**src/rtl/seq_det_prog_7seg.sv**
```systemverilog
// Programmable serial pattern detector with a saturating hit counter shown on a 7-segment digit.
// Optional SEG_TEST_EN adds a raw segment test override (test_en/test_seg).
module seq_det_prog_7seg #(
    parameter int PAT_W = 8,
    parameter int CNT_W = 8,
    parameter int LEN_W = $clog2(PAT_W + 1)
) (
    input  logic             clk,
    input  logic             rst,
    input  logic             bit_in,
    input  logic             bit_vld,
    input  logic             cfg_load,
    input  logic [PAT_W-1:0] cfg_pat,
    input  logic [LEN_W-1:0] cfg_len,
    input  logic             overlap,
    input  logic             cnt_clr,
    input  logic             test_en,
    input  logic [7:0]       test_seg,
    output logic             hit,
    output logic [CNT_W-1:0] hit_cnt,
    output logic [7:0]       seg
);

    localparam logic [LEN_W-1:0] PAT_MAX = LEN_W'(PAT_W);

    logic [PAT_W-1:0] pat_q, hist_q, hist_d, mask;
    logic [LEN_W-1:0] len_q, fill_q, fill_d, eff_len;
    logic             sample, match;
    logic             hit_q;
    logic [CNT_W-1:0] cnt_q;
    logic [7:0]       seg_q, seg_d;
    logic [2:0]       dp_q;
    logic [6:0]       glyph;

    always_comb begin
        sample  = bit_vld & ~cfg_load;
        eff_len = (len_q > PAT_MAX) ? PAT_MAX : len_q;
        hist_d  = {hist_q[PAT_W-2:0], bit_in};
        fill_d  = (fill_q >= PAT_MAX) ? PAT_MAX : fill_q + 1'b1;
        mask    = ~({PAT_W{1'b1}} << eff_len);
        match   = sample && (eff_len != '0) && (fill_d >= eff_len)
                  && ((hist_d & mask) == (pat_q & mask));
    end

    always_comb begin
        glyph = 7'b1111110;
        unique case (cnt_q[3:0])
            4'h0: glyph = 7'b1111110;
            4'h1: glyph = 7'b1100000;
            4'h2: glyph = 7'b0110111;
            4'h3: glyph = 7'b1110011;
            4'h4: glyph = 7'b1101001;
            4'h5: glyph = 7'b1011011;
            4'h6: glyph = 7'b1011111;
            4'h7: glyph = 7'b1110000;
            4'h8: glyph = 7'b1111111;
            4'h9: glyph = 7'b1111011;
            4'hA: glyph = 7'b1111101;
            4'hB: glyph = 7'b1001111;
            4'hC: glyph = 7'b0011110;
            4'hD: glyph = 7'b1100111;
            4'hE: glyph = 7'b0011111;
            4'hF: glyph = 7'b0011101;
        endcase
    end

`ifdef SEG_TEST_EN
    assign seg_d = test_en ? test_seg : {glyph, dp_q != 3'd0};
`else
    logic unused_test;
    assign unused_test = ^{test_en, test_seg};
    assign seg_d = {glyph, dp_q != 3'd0};
`endif

    always_ff @(posedge clk or posedge rst) begin
        if (rst) begin
            pat_q  <= '0;
            len_q  <= '0;
            hist_q <= '0;
            fill_q <= '0;
            hit_q  <= 1'b0;
            cnt_q  <= '0;
            dp_q   <= 3'd0;
            seg_q  <= 8'b11111100;
        end else begin
            hit_q <= match;
            seg_q <= seg_d;
            if (cfg_load) begin
                pat_q  <= cfg_pat;
                len_q  <= cfg_len;
                hist_q <= '0;
                fill_q <= '0;
            end else if (bit_vld) begin
                hist_q <= hist_d;
                fill_q <= (match && !overlap) ? '0 : fill_d;
            end
            // counter and dp stretch advance together with hit
            if (cnt_clr)
                cnt_q <= '0;
            else if (match && cnt_q != '1)
                cnt_q <= cnt_q + 1'b1;
            if (match)
                dp_q <= 3'd4;
            else if (dp_q != 3'd0)
                dp_q <= dp_q - 1'b1;
        end
    end

    assign hit     = hit_q;
    assign hit_cnt = cnt_q;
    assign seg     = seg_q;

endmodule

```
**config.mk**
```make
export PLATFORM = sky130hd
export DESIGN_NAME = seq_det_prog_7seg
export DESIGN_NICKNAME = d
export VERILOG_FILES = /design/src/rtl/seq_det_prog_7seg.sv
export SDC_FILE = /design/constraint.sdc
export NUM_CORES = 1
export LEC_CHECK = 0
export ABC_CLOCK_PERIOD_IN_PS = 3750
export CAP_MARGIN = 0
export CORE_MARGIN = 5
export CORE_UTILIZATION = 50
export CTS_CLUSTER_DIAMETER = 150
export DETAILED_ROUTE_END_ITERATION = 8
export GPL_TIMING_DRIVEN = 0
export PLACE_DENSITY = 0.77
export SYNTH_ARGS = -nofsm -noshare
export SYNTH_HDL_FRONTEND = slang
export SYNTH_SLANG_ARGS = --single-unit
```
**constraint.sdc**
```tcl
create_clock -name clk -period 3.75 [get_ports clk]
set_input_delay 0.5625 -clock clk [delete_from_list [all_inputs] [get_ports clk]]
set_output_delay 0.5625 -clock clk [all_outputs]
set_load 0.01 [all_outputs]
```
# Yosys cells after proc, flatten, opt, wreduce, memory -nomap -nowiden
# Memory sizes are Yosys's and may differ from the RTL's. A register that Yosys moved wholly into a read port is not among the register bits.
# Index checks and enable logic that the tools add are counted.
# totals
ff_bits	43
latchBits	0
mem_bits_rw	0
romBits	112
in_bits	28
out_inout_bits	17
elab_cells	45
n_memories	1
# classes
n_addsub	3
mul	0
n_div	0
n_lt_le_gt_ge	3
eq_ne	2
shift	1
mux	11
bitwise	5
reduce_logical	11
# mem_list
memory	words	word_bits	read_ports	rd_clocked_by_memory_dff	wr	line_no	text
(no name shown)	16	7	1	1	0	47	unique case (cnt_q[3:0])
# ops
cell	n
4-bit two-way mux	5
8-bit AND	2
8-bit two-way mux	2
7-bit two-way mux	2
8-bit by 1-bit adder with 8-bit output, second input constant	1
8-bit == test	1
8-bit inequality test, second input constant	1
8-bit NOT	1
8-bit by 4-bit left shift with 8-bit output, first input constant	1
3-bit two-way mux	2
2-bit nonzero test	3
1-bit logical AND	5
4-bit by 1-bit adder with 4-bit output, second input constant	1
4-bit greater-or-equal comparator	1
4-bit greater-or-equal comparator, second input constant	1
4-bit greater-than comparator, second input constant	1
4-bit nonzero test	1
3-bit nonzero test	1
3-bit by 1-bit subtractor with 3-bit output, second input constant	1
1-bit AND	1
1-bit logical NOT	1
1-bit NOT	1

# Logic depth before layout (Yosys ltp)
# logic_depth
depth_word	11
mapped_depth	10
ltp_nobuf	9

# Worst setup path before layout
# No wires, ideal clock.
# synth_path
kind	register -> register
startpoint	register fill_q[0]
endpoint	register cnt_q[3], in the netlist hit_cnt[3]
setup_time_ns	0.078
t_arrival_ns	2.471
t_required_ns	3.672
slack_ns	1.201
path_stages_with_launch	11
path_buffers	1
synth_period_minus_slack_ns	2.549
path_cell_list	dfrtp_1 ha_1 xnor2_1 nor2_1 ha_1 o21ai_0 a222oi_1 nand4_1 clkbuf_1 or4_1 a21oi_1
# synth_via
elab_chain_len	7
word_cells_on_any_way	8
cone_classes	add/sub (1); order compare (2); mux (1); reduce/logical (4)
# synth_rtl
element	line_no	text
start, declared	27	logic [LEN_W-1:0] len_q, fill_q, fill_d, eff_len;
start signal, assigned	95	fill_q <= (match && !overlap) ? '0 : fill_d;
4-bit by 1-bit adder with 4-bit output / 4-bit greater-or-equal comparator (equally long branches)	39	fill_d = (fill_q >= PAT_MAX) ? PAT_MAX : fill_q + 1'b1;
4-bit two-way mux *	39	
4-bit greater-or-equal comparator *	41	match = sample && (eff_len != '0) && (fill_d >= eff_len)
1-bit logical AND *	41	
1-bit logical AND *	42	&& ((hist_d & mask) == (pat_q & mask));
1-bit logical AND *	100	else if (match && cnt_q != '1)
2-bit nonzero test (no line) *	n/a	
end signal, assigned	101	cnt_q <= cnt_q + 1'b1;
end, declared	30	logic [CNT_W-1:0] cnt_q;
# Every way passes the cells marked *; elsewhere a longest branch is shown, timed or not.
# A chain may end at the register's enable or synchronous reset.

# Worst setup path in the final report
# Same ends and word-level chain as after synthesis.

==> metrics.csv <==
metric,value,unit
post-synth top area cell,dfrtp_1,
R2R Path End,hit_cnt[3],
initial antenna violation count,0,
area delta synth->final,21.14,%
first-pass GRT wire length,7.997,mm
RSZ-0062 raised after global routing,no,
Hold Crit Class,flip-flop to flip-flop,
Yosys top cell area share,39.22,%
gr usage total,16.06,%
CTS tree,done,
"top cells by area, synth","dfrtp_1 (39%), ha_1 (8.5%), mux2_2 (7.2%), dfstp_2 (6.7%), mux2i_1 (4.2%)",
Final Critical Period,2808,ps
Post-CTS Hold Fix Bufs,0,
CTS Buf Count,5,
die footprint,0.006196,sq mm
largest net degree at the start of global routing,44,
Core Region,0.004661,sq mm
final hold violation count,0,
share of cells above drive strength 1,13.06,%
net count after synthesis,270,
total wire length,4.461,mm
PostCTS Resize Cnt,0,
vias in the first global route,1767,
Pins Over Slew Limit,0,
nets@finish,311,
Worst EP required,3960,ps
syn avg cell area,10.45,sq um
post-synth cell types,43,
input/output buffers,34,
outcome,"finished, final reports clean",
WS Path Type,flip-flop to flip-flop,
via/cell ratio,5.488,
"CTS clk-pin slew, worst paths",80,ps
Final setup viols,0,
DRT antenna net count,0,
clk_skew,8.868,ps
DRT iter0 DRCs,98,
Reg-to-Reg Start,fill_q[0],
Tightest Pin Transition,872.3,ps
Die Y,78.72,microns
Critical Path Source Type,flip-flop,
Syn Std Cell Area,0.002361,sq mm
standard-cell rows,25,
Final Hold Slack,523.7,ps
LEAKAGE,1.239,nW
Worst Path Max Fanout,10,
number of synthesis warnings,0,
"Seq/Total Area, Yosys",45.89,%
min-delay src,dp_q[2],
Reg2Reg Setup Slack,940,ps
Setup crit end kind,flip-flop,
highest clock rate,356.2,MHz
Filler cells,385,
max-capacitance violation count,0,
wire per inst,13.85,microns
RD Place Congestion,0.8036,
fin crit share,74.87,%
pwr dens,360.5,mW/mm^2
total congestion overflow,0,
WP data arrival,3020,ps
Die X,78.72,microns
worst-case reg-to-reg path depth,10,
DPL Wire Length,3.233,mm
clk_lat worst skew,290,ps
DRT Pass-1 Iters,4,
cells after synthesis,226,
peak supply drop,0.0002601,V
worst hold stages,2,
Initial Utilization,50.66,%
#FFs+latches synth,43,
Hold Path End,dp_q[2],
CTS H-tree depth,2,
Post-CTS Setup Bufs,0,
clock buffer depth,2,
Clock Sinks,43,
vias post-DR,1767,
Final TNS setup,0,ps
# diodes,0,
Slew HR,41.76,%
Root Buffer,clkbuf_8,
DRC viols,0,
Ports,45,
## how the worst max path moves through the flow
| stage | start | end | slack, ps | cells after the start |
|---|---|---|---|---|
| final | fill_q[0] | hit_cnt[3] | 940 | 10 |
| after global placement | bit_in | fill_q[0] | 720 | 8 |
| after CTS | fill_q[0] | hit_cnt[4] | 940 | 10 |
| after floorplan | fill_q[0] | hit_cnt[3] | 1200 | 10 |
| after detailed placement | bit_in | fill_q[3] | 720 | 8 |
| after global routing | fill_q[0] | hit_cnt[4] | 730 | 10 |
## routing by layer
metal / GRT usage [%] / up-vias / routed length, microns
li1: - / 871 / -
met1: 21.46 / 865 / 2082
met2: 26.23 / 25 / 2166
met3: 3.515 / 6 / 154
met4: 4.720 / 0 / 57
met5: 0 / - / 0
## layout make-up
class | instances | area, sq um | share of cell area, %
multi-input combinational | 156 | 1175 | 41.08
sequential | 43 | 1084 | 37.88
timing repair buffer | 34 | 340.3 | 11.90
clock buffer | 7 | 86.33 | 3.018
tap | 54 | 67.56 | 2.362
inverter | 15 | 56.30 | 1.969
buffer | 12 | 46.29 | 1.619
clock inverter | 1 | 5.005 | 0.1750
## placed cells by master, fill, tap and decap left out, types with 5 or more instances in the layout
cell	count
dfrtp_1	37
clkdlybuf4s50_1	34
nor2_1	21
ha_1	16
mux2_2	15
inv_1	14
nand2_1	12
clkbuf_1	11
mux2i_1	10
a21oi_1	10
o21ai_0	8
xnor2_1	6
nand3_1	6
nor2b_1	6
clkbuf_8	6
dfstp_2	6
xor2_1	5
## cell families after synthesis
logic type               share of synthesized area [%]
AND/OR/NAND/NOR                                  14.68
flip-flops                                       45.89
AO/OA/AOI/OAI                                    10.18
buffers and inverters                            4.345
multiplexers                                     12.35
adder cells (fa/ha/maj)                          8.479
XOR/XNOR                                         4.080
## report_power, final
part / switching, W / internal [W]
clock network: 0.000152 / 0.000149
logic: 0.0000986 / 0.000102
registers: 0.0000269 / 0.000504
## flip-flops by register name, indices dropped and copies added (netlist names)
register  flops
hit_cnt       8
pat_q         8
seg           8
hist_q        7
fill_q        4
len_q         4
dp_q          3
hit           1
## worst max-delay path, cell delays in order (launching register included)
cell,delay [ps]
dfrtp_1,410
ha_1,220
xnor2_1,150
nor2_1,80
ha_1,270
o21ai_0,70
a222oi_1,470
nand4_1,160
clkbuf_1,240
or4_1,510
a21oi_1,150
## per-stage QoR
stage          std cells  total power [W]  instance area [sq um]  worst slack, ps  util, %
6_report             322         0.001031                   2860            942.5    61.37
5_1_grt              322         0.001092                   2860            727.4    61.37
4_1_cts              322         0.001046                   2860            938.3    61.37
3_5_place_dp         314        0.0007437                   2769            724.5    59.41
3_3_place_gp         314        0.0007324                   2769            724.5    59.41
2_1_floorplan        226        0.0006765                   2361             1201        -
## cell usage after synthesis
cell	n
a2111o_1	1
a2111oi_2	1
a211oi_1	3
a21o_1	1
a21oi_1	10
a221oi_1	1
a222oi_1	1
a22oi_1	1
a31o_2	1
and2_1	1
and3_1	1
and3b_1	1
and4_1	1
buf_1	1
buf_2	1
clkbuf_1	10
dfrtp_1	37
dfstp_2	6
ha_1	16
inv_1	15
mux2_2	15
mux2i_1	10
mux4_2	1
nand2_1	12
nand2b_1	4
nand3_1	6
nand4_1	2
nor2_1	21
nor2b_1	6
nor3_1	3
nor3b_1	2
nor4_1	1
o21ai_0	8
o311ai_0	2
o31ai_1	3
o32a_1	1
o41ai_1	1
or2_2	2
or3_1	1
or4_1	3
or4b_1	1
xnor2_1	6
xor2_1	5
(Power assumes the default switching activity.)
